<file path="src/rtl/memarbiter.sv">
// Two-port round-robin arbiter sequencing word loads/stores onto the single data memory port.
// Misaligned or out-of-range accesses are answered with an error and never reach the memory.
`ifndef WORDSIZE
`define WORDSIZE 64
`endif
`ifndef MEMDATASIZE
`define MEMDATASIZE 1024
`endif

module memarbiter #(
  parameter int WIDTH = `WORDSIZE,
  parameter int DEPTH = `MEMDATASIZE
) (
  input  logic             clk,
  input  logic             reset,
  input  logic             req0,
  input  logic             req1,
  input  logic             we0,
  input  logic             we1,
  input  logic [WIDTH-1:0] addr0,
  input  logic [WIDTH-1:0] addr1,
  input  logic [WIDTH-1:0] wdata0,
  input  logic [WIDTH-1:0] wdata1,
  output logic             ack0,
  output logic             ack1,
  output logic             err0,
  output logic             err1,
  output logic [WIDTH-1:0] rdata,
  output logic [WIDTH-1:0] mem_addr,
  output logic [WIDTH-1:0] mem_in,
  output logic             mem_rden,
  output logic             mem_wren,
  input  logic [WIDTH-1:0] mem_out
);

  typedef enum logic [1:0] {IDLE, ACCESS, RESP} state_e;

  localparam logic [WIDTH-1:0] LAST_ADDR = WIDTH'(DEPTH - 8);

  state_e           state_q, state_d;
  logic             sel_q, sel_d;
  logic             prio_q, prio_d;
  logic             bad_q, bad_d;
  logic             we_q, we_d;
  logic [WIDTH-1:0] mem_addr_q, mem_addr_d;
  logic [WIDTH-1:0] mem_in_q, mem_in_d;
  logic             mem_rden_q, mem_rden_d;
  logic             mem_wren_q, mem_wren_d;
  logic [WIDTH-1:0] rdata_q, rdata_d;
  logic             ack0_q, ack0_d;
  logic             ack1_q, ack1_d;
  logic             err0_q, err0_d;
  logic             err1_q, err1_d;

  logic             grant;
  logic             g_we;
  logic             g_bad;
  logic [WIDTH-1:0] g_addr;
  logic [WIDTH-1:0] g_wdata;

  always_comb begin
    // A lone requester wins outright; prio only breaks ties.
    grant   = (req0 && req1) ? prio_q : req1;
    g_we    = grant ? we1 : we0;
    g_addr  = grant ? addr1 : addr0;
    g_wdata = grant ? wdata1 : wdata0;
    g_bad   = (g_addr[2:0] != 3'b000) || (g_addr > LAST_ADDR);
  end

  always_comb begin
    state_d    = state_q;
    sel_d      = sel_q;
    prio_d     = prio_q;
    bad_d      = bad_q;
    we_d       = we_q;
    mem_addr_d = mem_addr_q;
    mem_in_d   = mem_in_q;
    mem_rden_d = 1'b0;
    mem_wren_d = 1'b0;
    rdata_d    = rdata_q;
    ack0_d     = 1'b0;
    ack1_d     = 1'b0;
    err0_d     = 1'b0;
    err1_d     = 1'b0;
    unique case (state_q)
      IDLE: begin
        if (req0 || req1) begin
          sel_d      = grant;
          we_d       = g_we;
          bad_d      = g_bad;
          mem_addr_d = g_addr;
          mem_in_d   = g_wdata;
          // Enables are registered so they are high exactly during ACCESS.
          mem_rden_d = !g_bad && !g_we;
          mem_wren_d = !g_bad && g_we;
          state_d    = ACCESS;
        end
      end
      ACCESS: begin
        rdata_d = (bad_q || we_q) ? '0 : mem_out;
        prio_d  = !sel_q;
        ack0_d  = !sel_q;
        ack1_d  = sel_q;
        err0_d  = !sel_q && bad_q;
        err1_d  = sel_q && bad_q;
        state_d = RESP;
      end
      RESP: begin
        state_d = IDLE;
      end
      default: begin
        state_d = IDLE;
      end
    endcase
  end

  always_ff @(posedge clk) begin
    if (reset) begin
      state_q    <= IDLE;
      sel_q      <= 1'b0;
      prio_q     <= 1'b0;
      bad_q      <= 1'b0;
      we_q       <= 1'b0;
      mem_addr_q <= '0;
      mem_in_q   <= '0;
      mem_rden_q <= 1'b0;
      mem_wren_q <= 1'b0;
      rdata_q    <= '0;
      ack0_q     <= 1'b0;
      ack1_q     <= 1'b0;
      err0_q     <= 1'b0;
      err1_q     <= 1'b0;
    end else begin
      state_q    <= state_d;
      sel_q      <= sel_d;
      prio_q     <= prio_d;
      bad_q      <= bad_d;
      we_q       <= we_d;
      mem_addr_q <= mem_addr_d;
      mem_in_q   <= mem_in_d;
      mem_rden_q <= mem_rden_d;
      mem_wren_q <= mem_wren_d;
      rdata_q    <= rdata_d;
      ack0_q     <= ack0_d;
      ack1_q     <= ack1_d;
      err0_q     <= err0_d;
      err1_q     <= err1_d;
    end
  end

  assign ack0     = ack0_q;
  assign ack1     = ack1_q;
  assign err0     = err0_q;
  assign err1     = err1_q;
  assign rdata    = rdata_q;
  assign mem_addr = mem_addr_q;
  assign mem_in   = mem_in_q;
  assign mem_rden = mem_rden_q;
  assign mem_wren = mem_wren_q;

endmodule

</file>
<file path="config.mk">
export PLATFORM = sky130hd
export DESIGN_NAME = memarbiter
export DESIGN_NICKNAME = d
export VERILOG_FILES = /design/src/rtl/memarbiter.sv
export SDC_FILE = /design/constraint.sdc
export NUM_CORES = 1
export LEC_CHECK = 0
export BUFFER_PORTS_ARGS = -buffer_cell sky130_fd_sc_hd__buf_2
export CAP_MARGIN = 20
export CORE_AREA = 3 3 201 203
export DETAILED_ROUTE_END_ITERATION = 7
export DIE_AREA = 0 0 204 206
export MAX_ROUTING_LAYER = met4
export PLACE_DENSITY = 0.46
export SLEW_MARGIN = 10
export SYNTH_ARGS = -nofsm -noshare
export SYNTH_HDL_FRONTEND = slang
export SYNTH_SLANG_ARGS = --single-unit
</file>
<file path="constraint.sdc">
create_clock -name clk -period 1.6 [get_ports clk]
set_clock_uncertainty 0.15 [all_clocks]
set_input_delay 0 -clock clk [delete_from_list [all_inputs] [get_ports clk]]
set_output_delay 0 -clock clk [all_outputs]
set_load 0.005 [all_outputs]
</file>
Yosys cells after proc, flatten, opt, wreduce, memory -nomap -nowiden
Cells that the tools add are included.
- bitwise operators: 3
- muxes and demuxes: 7
- $lt $le $gt $ge: 1
- equality and inequality tests: 2
- reductions and logical operators: 16
- operators with widths (cell ; number):
    2-to-1 mux 64 bit ; 3
    greater-than comparator 64 x 10 -> 1 bit, second input constant ; 1
    logical AND 1 bit ; 5
    case mux 2 bit (2 select lines) ; 1
    logical NOT 1 bit ; 3
    logical OR 1 bit ; 3
    NOT 1 bit ; 3
    nonzero test 3 bit ; 1
    OR reduction 3 bit ; 1
    == test 2 x 1 -> 1 bit, second input constant ; 1
    logical NOT 2 bit ; 1
    2-to-1 mux 1 bit ; 2
    2-to-1 mux 2 bit ; 1
    inequality test 2 bit, second input constant ; 1
    AND reduction 2 bit ; 1
    OR reduction 2 bit ; 1
- output and inout bits: 198
- bits in registers: 204
- logic and storage cells: 43
- bits of input ports: 326

Depth between registers and ports, before layout
Gate-level depths: netlist (run 1).
- depth in word-level cells: 7
- mapped depth: 7
- gate-level depth less buffers: 6

Least setup slack after synthesis (run 1)
No wires, ideal clock.
- kind: register to register
- start point: reg state_q[1]
- end point: reg rdata_q[43], in the netlist rdata[43]
- period minus slack after synthesis: 1.459 ns
- setup time: 0.065 ns
- data arrival time: 1.244 ns
- required time: 1.385 ns
- stages on the path, launching flop included: 7
- buffers on the path: 2
- path slack: 0.141 ns
- cell sequence: dfxtp_1 -> nand2b_1 -> buf_6 -> nor3_4 -> buf_6 -> a22oi_1 -> nor2_1
- cells in the longest elaborated chain, start to end: 1
- RTL lines (element ; line ; source):
    start: declaration ; 40 ; state_e state_q, state_d;
    start signal: assignment ; 134 ; state_q <= state_d;
    == test 2 x 1 -> 1 bit ; 85 ; unique case (state_q)
    end signal: assignment ; 143 ; rdata_q <= rdata_d;
    end: declaration ; 49 ; logic [WIDTH-1:0] rdata_q, rdata_d;
Every way passes these cells.
A chain may end at the register's enable or synchronous reset.

Worst setup path in the final report (run 1)
- start point: reg prio_q
- end point: reg mem_in_q[25], in the netlist mem_in[25]
- cells in the longest elaborated chain, start to end: 2
- RTL lines (element ; line ; source):
    start: declaration ; 42 ; logic prio_q, prio_d;
    start signal: assignment ; 136 ; prio_q <= prio_d;
    2-to-1 mux 1 bit ; 63 ; grant = (req0 && req1) ? prio_q : req1;
    2-to-1 mux 64 bit ; 66 ; g_wdata = grant ? wdata1 : wdata0;
    end signal: assignment ; 140 ; mem_in_q <= mem_in_d;
    end: declaration ; 46 ; logic [WIDTH-1:0] mem_in_q, mem_in_d;
Every way passes these cells.

==> metrics.md, run 1 <==
| Metric | Value |
|---|---|
| Commonest non-fill, non-tap cell in the layout | sky130_fd_sc_hd__buf_2 |
| Via-to-Cell Ratio | around 4.4 |
| Sequential fraction of the synthesis area | between 50% and 60% |
| Commonest cells after routing, fill and taps aside | 523 x sky130_fd_sc_hd__buf_2, 325 x sky130_fd_sc_hd__dlygate4sd3_1, 201 x sky130_fd_sc_hd__dfxtp_1 |
| Overall power consumption | 14.0 mW |
| Critical path data arrival time | 1.86 ns |
| FMAX | 0.621 GHz |
| Synth Area in XOR/XNOR | 0% |
| VDD IR-drop max | roughly 0.68 mV |
| Adder and majority gate portion of the synthesized area | 0% |
| Routed Antenna Nets | 0 |
| Overall routing resource usage | between 10% and 20% |
| Worst Reg-to-Reg Cells | 6 |
| Avg Synthesized Cell Area | around 9.5 sq um |
| Kind of path behind the tightest hold check | input pin to flop |
| Maximum net fanout on the critical path | 11 |
| Maximum clock insertion buffer count | 3 |
| Wire length of the first global-routing pass | 56.6 mm |
| Net count after synthesis | 1,176 |
| Launch point of the worst reg-to-reg path | prio_q |
| Post-synth EDFFs | 0 |
| Critical R2R Capture | mem_in[25] |
| Worst-Margin Slew | 0.457 ns |
| Clock-pin slew on the worst setup and hold paths | 0.06 ns |
| Detailed Route WL | 39.3 mm |
| Clock tree from TritonCTS | done |
| Violations in the final reports | negative setup slack |
| Deepest level of the CTS H-tree | 1 |
| Number of placed I/O pins | 524 |
| GR Overflow Total | 0 |
| Simple logic cell fraction of the synthesized area | 13.5% |
| Worst Hold Margin | about 0.066 ns |
| Number of antenna violations at the first check in global routing | 2 |
| Number of setup violations in the final report | 5 |
| Setup slack of the worst register-to-register path | -0.01 ns |
| Fraction of post-synthesis cell area in the top cell type by area | 50.8% |
| MaxCap Viol Count | 0 |
| Die Span X | 204 microns |
| Detailed router's first-iteration violation count | 423 |
| Pre-CTS WS | -0.176 ns |
| Port-buffer cells | 523 |
| Placement Rows | between 70 and 80 |
| CTS Root Buffer Type | sky130_fd_sc_hd__clkbuf_16 |
| Classification of the worst setup path | flop to flop |
| Data required, critical path | ~1.9 ns |
| Element type at the critical path start | flop |
| Final setup TNS | -0.0435 ns |
| Number of global-route vias before repair | 10,206 |
| CTS Buf Count | 25 |
| Top cells by area in the synthesized netlist | sky130_fd_sc_hd__dfxtp_1 51%, sky130_fd_sc_hd__mux2i_1 16%, sky130_fd_sc_hd__o21ai_0 6.9%, sky130_fd_sc_hd__nand2_1 6.3%, sky130_fd_sc_hd__a22oi_1 5.2% |
| Compound-cell area share of the yosys netlist | roughly 15% |
| Fraction of layout cells with a size suffix above 1 | 37.6% |
| Worst-case headroom to the max-slew limit | 69.6% |
| Top_reg_cell synth | sky130_fd_sc_hd__dfxtp_1 |
| Residual DRC count | 0 |
| Tcrit/Tclk final | 101% |
| Status | complete, but fails checks |
| Kind of cell with the highest combined delay on the critical path | buffers and inverters |
| Combined area of all synthesized cells | roughly 8000 sq um |
| Post-layout instance count excluding filler cells | 2,247 |
| Final slew viol count | 0 |
| Estimated wirelength of the detail-placed design | 26.1 mm |
| Fillers | 3,770 |
| Post-synth top area cell | sky130_fd_sc_hd__dfxtp_1 |
| Hold Startpoint | addr1[26] |
| Utilization after layout | 40.9% |
| Slowest stage cell on the critical path | sky130_fd_sc_hd__dfxtp_2 |
| Number of synthesized register bits | 204 |
| Clk_lat worst skew | 0.52 ns |
| Static leakage | 7.64 nW |
| Area of the core region | 38,600 sq um |
| # placed instances | roughly 1,900 |
| Cell breakdown of the critical path | o21ai_4 -> buf_12 -> buf_12 -> buf_6 -> mux2i_2 -> o21ai_0 |
| Clock tree sinks | 204 |
| Worst setup EP type | flop |
| Vias after detailed routing | 9,881 |
| Worst setup slack after layout | -0.0114 ns |
| Power density relative to cell area | 883 nW/um^2 |
| Number of buffer and inverter instances along the worst setup path | 3 |
| Number of hold-slack violations in the final timing report | 0 |
| Die Y-Extent | roughly 200 microns |
| Starting utilization of the core area | about a fifth |
| Hold Path Cell Cnt | 7 |
| RSZ-0062 raised after global routing | true |
| Count of different cell masters after synthesis | 30 |
| Growth of design area from synthesis to finish | 96.9% |
| Maximum number of pins on one net before global-route repair | 67 |
| Post-detailed-route wirelength per cell | 17.5 microns |
| Fraction of synthesized area in multiplexers | 16.1% |
| Async SR Flop Fraction | 0% |
| Synthesis warning total | 0 |
| Tmin final | 1.61 ns |
| Post-layout instance area | between 15,000 and 20,000 sq um |
| Cells after synthesis | 850 |
| Gpl congestion | 0.918 |
| Final net count | 2,038 |
| Max stage delay on crit path | between 0.3 and 0.4 ns |
| Dominant combinational cell family by area after synthesis | multiplexers |
| Post-placement cell area | 11,400 sq um |
| Die outline area | between 40,000 and 50,000 sq um |
| Crit path top cell by count | sky130_fd_sc_hd__buf_12 |
| Pre-antenna DRT Iters | 5 |
| End point of the most critical hold path | mem_rden |
[cell type report]
type / count / area (sq um) / share of cell area (%)
Antenna cell: 2 / 5.00 / 0.0316
Sequential cell: 204 / 4090 / 25.8
Clock inverter: 4 / 20.0 / 0.127
Multi-Input combinational cell: 580 / 3790 / 24.0
Timing Repair Buffer: 899 / 6560 / 41.5
Clock buffer: 38 / 694 / 4.39
Tap cell: 518 / 648 / 4.10
Inverter: 2 / 7.51 / 0.0475
[state kept, by name, summed over array words and instances, names as in the netlist, 2 cells and up]
name      cells
state_q       2
mem_addr     64
rdata        64
mem_in       64
[worst max path at each step]
| stage | startpoint | end | slack (ns) | cells after the start |
|---|---|---|---|---|
| 4_1_cts | prio_q | bad_q | 0.005 | 6 |
| 3_3_place_gp | prio_q | bad_q | -0.21 | 6 |
| 3_5_place_dp | prio_q | bad_q | -0.18 | 6 |
| 5_1_grt | prio_q | mem_in[21] | -0.07 | 6 |
| 6_report | prio_q | mem_in[25] | -0.01 | 6 |
| 2_1_floorplan | state_q[1] | rdata[43] | 0.14 | 6 |
[report_power, final]
group | leakage, nW | switching (mW) | internal, mW
Combinational | 5.62 | 1.42 | 1.73
Sequential | 1.68 | 0.228 | 5.51
Clock | 0.351 | 2.12 | 2.96
Total | 7.64 | 3.77 | 10.2
[kinds of logic (layout without fill, tap and decap cells)]
kind of cell           Yosys count  count (layout)
AO/OA/AOI/OAI                  198             198
AND/OR/NAND/NOR                253             253
multiplexers                   129             129
buffers and inverters           66             943
flip-flops                     204             204
other                            0               2
[worst register-to-register path, delay by kind of cell, from the launching register on]
kind / cells / cell delay (ns)
compound gates: 2 / 0.33
buf+inv: 3 / 0.48
flops: 1 / 0.33
mux: 1 / 0.21
[synth_stat cells (all sizes together), types with 2 or more instances]
cell type  number
nand2         134
mux2i         129
nor2           73
o21ai         131
nand2b          2
buf            40
nor3            6
dfxtp         204
nand4           6
nor4           27
inv             2
a22oi          64
clkbuf         24
[layer usage]
metal	vias to the layer above	GRT usage [%]	share of wire, %
met4	0	8.36	4.5
met2	430	30.8	51
li1	4736	-	-
met1	4593	18.9	38
met5	-	-	0
met3	122	3.35	6.6
[what timing repair did]
action	in CTS	in global routing
pin swaps	0	5
resized for setup	7	56
setup endpoints to repair	7	154
endpoints found under the hold margin	204	1
gates cloned	0	4
hold buffers	324	1
setup buffers	0	9
Power figures use the tool's default switching activity.
==> inputs of run 2 (changes only) <==
- PLACE_DENSITY: 0.46 -> 0.53
==> run 2 against run 1 <==
Against the previous run:
- sequential cell count stayed put
- via count is 2.0% higher
- total power is 8.9% higher
- setup slack worse by 0.023 ns
- the flow still finishes with violations (negative setup slack)
- non-clock buffer count is 16 higher
- register-to-register slack worse by 0.02 ns
- maximum frequency is 1.4% lower
- routed wire length is 2.5% higher
- final area is 2.8% higher
- largest cell class unchanged
==> metrics.md, run 2 (synthesis results as in run 1) <==
| Metric | Value |
|---|---|
| Deepest level of the CTS H-tree | 1 |
| Tcrit/Tclk final | 102% |
| Port-buffer cells | 523 |
| FMAX | 0.612 GHz |
| Worst-case headroom to the max-slew limit | 73.3% |
| Slowest stage cell on the critical path | sky130_fd_sc_hd__dfxtp_2 |
| Vias after detailed routing | 10,078 |
| Kind of cell with the highest combined delay on the critical path | compound AO/OA/AOI/OAI gates |
| Residual DRC count | 0 |
| Power density relative to cell area | approximately 940 nW/um^2 |
| Post-detailed-route wirelength per cell | 17.8 microns |
| Hold Startpoint | req1 |
| Pre-CTS WS | -0.387 ns |
| Classification of the worst setup path | flop to flop |
| Launch point of the worst reg-to-reg path | prio_q |
| MaxCap Viol Count | 0 |
| GR Overflow Total | 0 |
| Commonest non-fill, non-tap cell in the layout | sky130_fd_sc_hd__buf_2 |
| Final setup TNS | -0.355 ns |
| Clock tree from TritonCTS | done |
| Clock power share | 40.8% |
| Kind of path behind the tightest hold check | input pin to flop |
| Internal power consumption | 11.3 mW |
| Maximum net fanout on the critical path | 6 |
| Post-layout instance area | 16,300 sq um |
| Number of hold-slack violations in the final timing report | 0 |
| Final slew viol count | 0 |
| RSZ-0062 raised after global routing | true |
| Number of placed I/O pins | 524 |
| Die Span X | 204 microns |
| Detailed router's first-iteration violation count | 587 |
| Gpl congestion | about 0.9 |
| Clk_lat worst skew | 0.53 ns |
| Post-placement cell area | 11,600 sq um |
| Detailed Route WL | 40.3 mm |
| Worst-Margin Slew | approximately 0.40 ns |
| Fraction of layout cells with a size suffix above 1 | 39.0% |
| Number of antenna violations at the first check in global routing | 2 |
| Max stage delay on crit path | 0.33 ns |
| Tmin final | 1.63 ns |
| Status | complete, but fails checks |
| Static leakage | a little under 8 nW |
| Final net count | 2,053 |
| Violations in the final reports | negative setup slack |
| Element type at the critical path start | flop |
| CTS Buf Count | 24 |
| Critical path data arrival time | ~1.9 ns |
| Share of total power consumed by net switching | between 20% and 30% |
| Fillers | about 3,600 |
| Number of setup violations in the final report | 22 |
| Die Y-Extent | 206 microns |
| Growth of design area from synthesis to finish | 102% |
| Clock tree sinks | 204 |
| Via-to-Cell Ratio | 4.45 |
| Placement Rows | 72 |
| Routed Antenna Nets | 0 |
| Worst setup EP type | flop |
| Number of global-route vias before repair | 10,704 |
| VDD IR-drop max | 0.570 mV |
| Total net switching power | 3.89 mW |
| Portion of total power attributed to combinational logic | 21.5% |
| Die outline area | 42,000 sq um |
| Cell breakdown of the critical path | o21ai_4 -> buf_6 -> and4bb_2 -> o22ai_2 -> a22o_1 |
| First element of the critical path | prio_q |
| Maximum clock insertion buffer count | 3 |
| Wire length of the first global-routing pass | 57.6 mm |
| Sequential fraction of design power | 37.7% |
| Clock-pin slew on the worst setup and hold paths | approximately 0.06 ns |
| Estimated wirelength of the detail-placed design | 24.9 mm |
| Overall routing resource usage | 17.7% |
| Starting utilization of the core area | ~21% |
| Data required, critical path | 1.86 ns |
| Pre-antenna DRT Iters | 5 |
| CTS Root Buffer Type | sky130_fd_sc_hd__clkbuf_16 |
| Commonest cells after routing, fill and taps aside | 523 x sky130_fd_sc_hd__buf_2, 324 x sky130_fd_sc_hd__dlygate4sd3_1, 203 x sky130_fd_sc_hd__dfxtp_1 |
| Number of buffer and inverter instances along the worst setup path | 1 |
| Maximum number of pins on one net before global-route repair | 69 |
| Worst setup slack after layout | -0.0339 ns |
| Area of the core region | ~39,000 sq um |
==> run 2: cell types whose count changed in the layout (fill, tap and decap cells not counted), moves of 5 or more <==
cell / before / now
sky130_fd_sc_hd__o21ai_0: 97 / 64
sky130_fd_sc_hd__bufinv_16: 0 / 7
sky130_fd_sc_hd__o21ai_1: 33 / 66
sky130_fd_sc_hd__mux2i_1: 112 / 107
sky130_fd_sc_hd__clkbuf_1: 11 / 5
sky130_fd_sc_hd__buf_4: 25 / 35
==> run 2: worst paths after layout <==
kind                       end  slack, ns  depth (start not counted)
setup / recovery         bad_q      -0.03                          5
hold / removal           sel_q       0.05                          5
setup reg to reg         bad_q      -0.03                          5
hold reg to reg   mem_addr[18]       0.29                          2
==> run 2: what timing repair did <==
item / CTS / global route
pin swaps: 1 / 3
cloned: 1 / 8
resized for setup: 24 / 88
hold buffers: 324 / 0
endpoints found under the setup margin: 116 / 118
endpoints found under the hold margin: 201 / 0
buffers inserted: 3 / 1
==> run 2: per-layer routing <==
metal / vias up / global-route usage, % / share of wire, %
met2: 510 / 30.7 / 51
met5: - / - / 0
met4: 0 / 10.1 / 4.6
met1: 4679 / 18.9 / 38
li1: 4756 / - / -
met3: 133 / 3.73 / 6.8
==> run 2: power groups by stage <==
stage               clock network [mW]  registers (mW)  logic (mW)
finish                            6.21            5.73        3.27
global route                      6.60            5.77        3.51
CTS                               6.43            5.72        3.01
detailed placement                   0            5.82        2.33
global placement                     0            5.81        2.31
floorplan                            0            5.86       0.952
==> run 2: cell type report <==
type                       count  area (sq um)  share of cell area [%]
clock buffer                  31           658                    4.05
inverter                       2          7.51                  0.0462
tap                          518           648                    3.99
multi-input combinational    580          3840                    23.6
clock inverter                11           230                    1.42
timing repair buffer         915          6780                    41.7
antenna                        2          5.00                  0.0308
sequential                   204          4090                    25.1
==> run 2: worst register-to-register path, stage by stage, from the launching register on <==
cell                       delay, ns
sky130_fd_sc_hd__dfxtp_2        0.33
sky130_fd_sc_hd__o21ai_4        0.22
sky130_fd_sc_hd__buf_6          0.20
sky130_fd_sc_hd__and4bb_2       0.26
sky130_fd_sc_hd__o22ai_2        0.13
sky130_fd_sc_hd__a22o_1         0.22
==> run 2: through the flow <==
stage                     std cells  utilization, %  power (mW)  hold WS, ns
final                          2263            42.1        15.2       0.0472
after global routing           2263            42.1        15.9       0.0922
after global placement         1884            30.0        8.12       0.0828
after floorplan                 850               -        6.81      -0.0147
after detailed placement       1884            30.0        8.15       0.0891
after CTS                      2252            40.9        15.2       0.0202
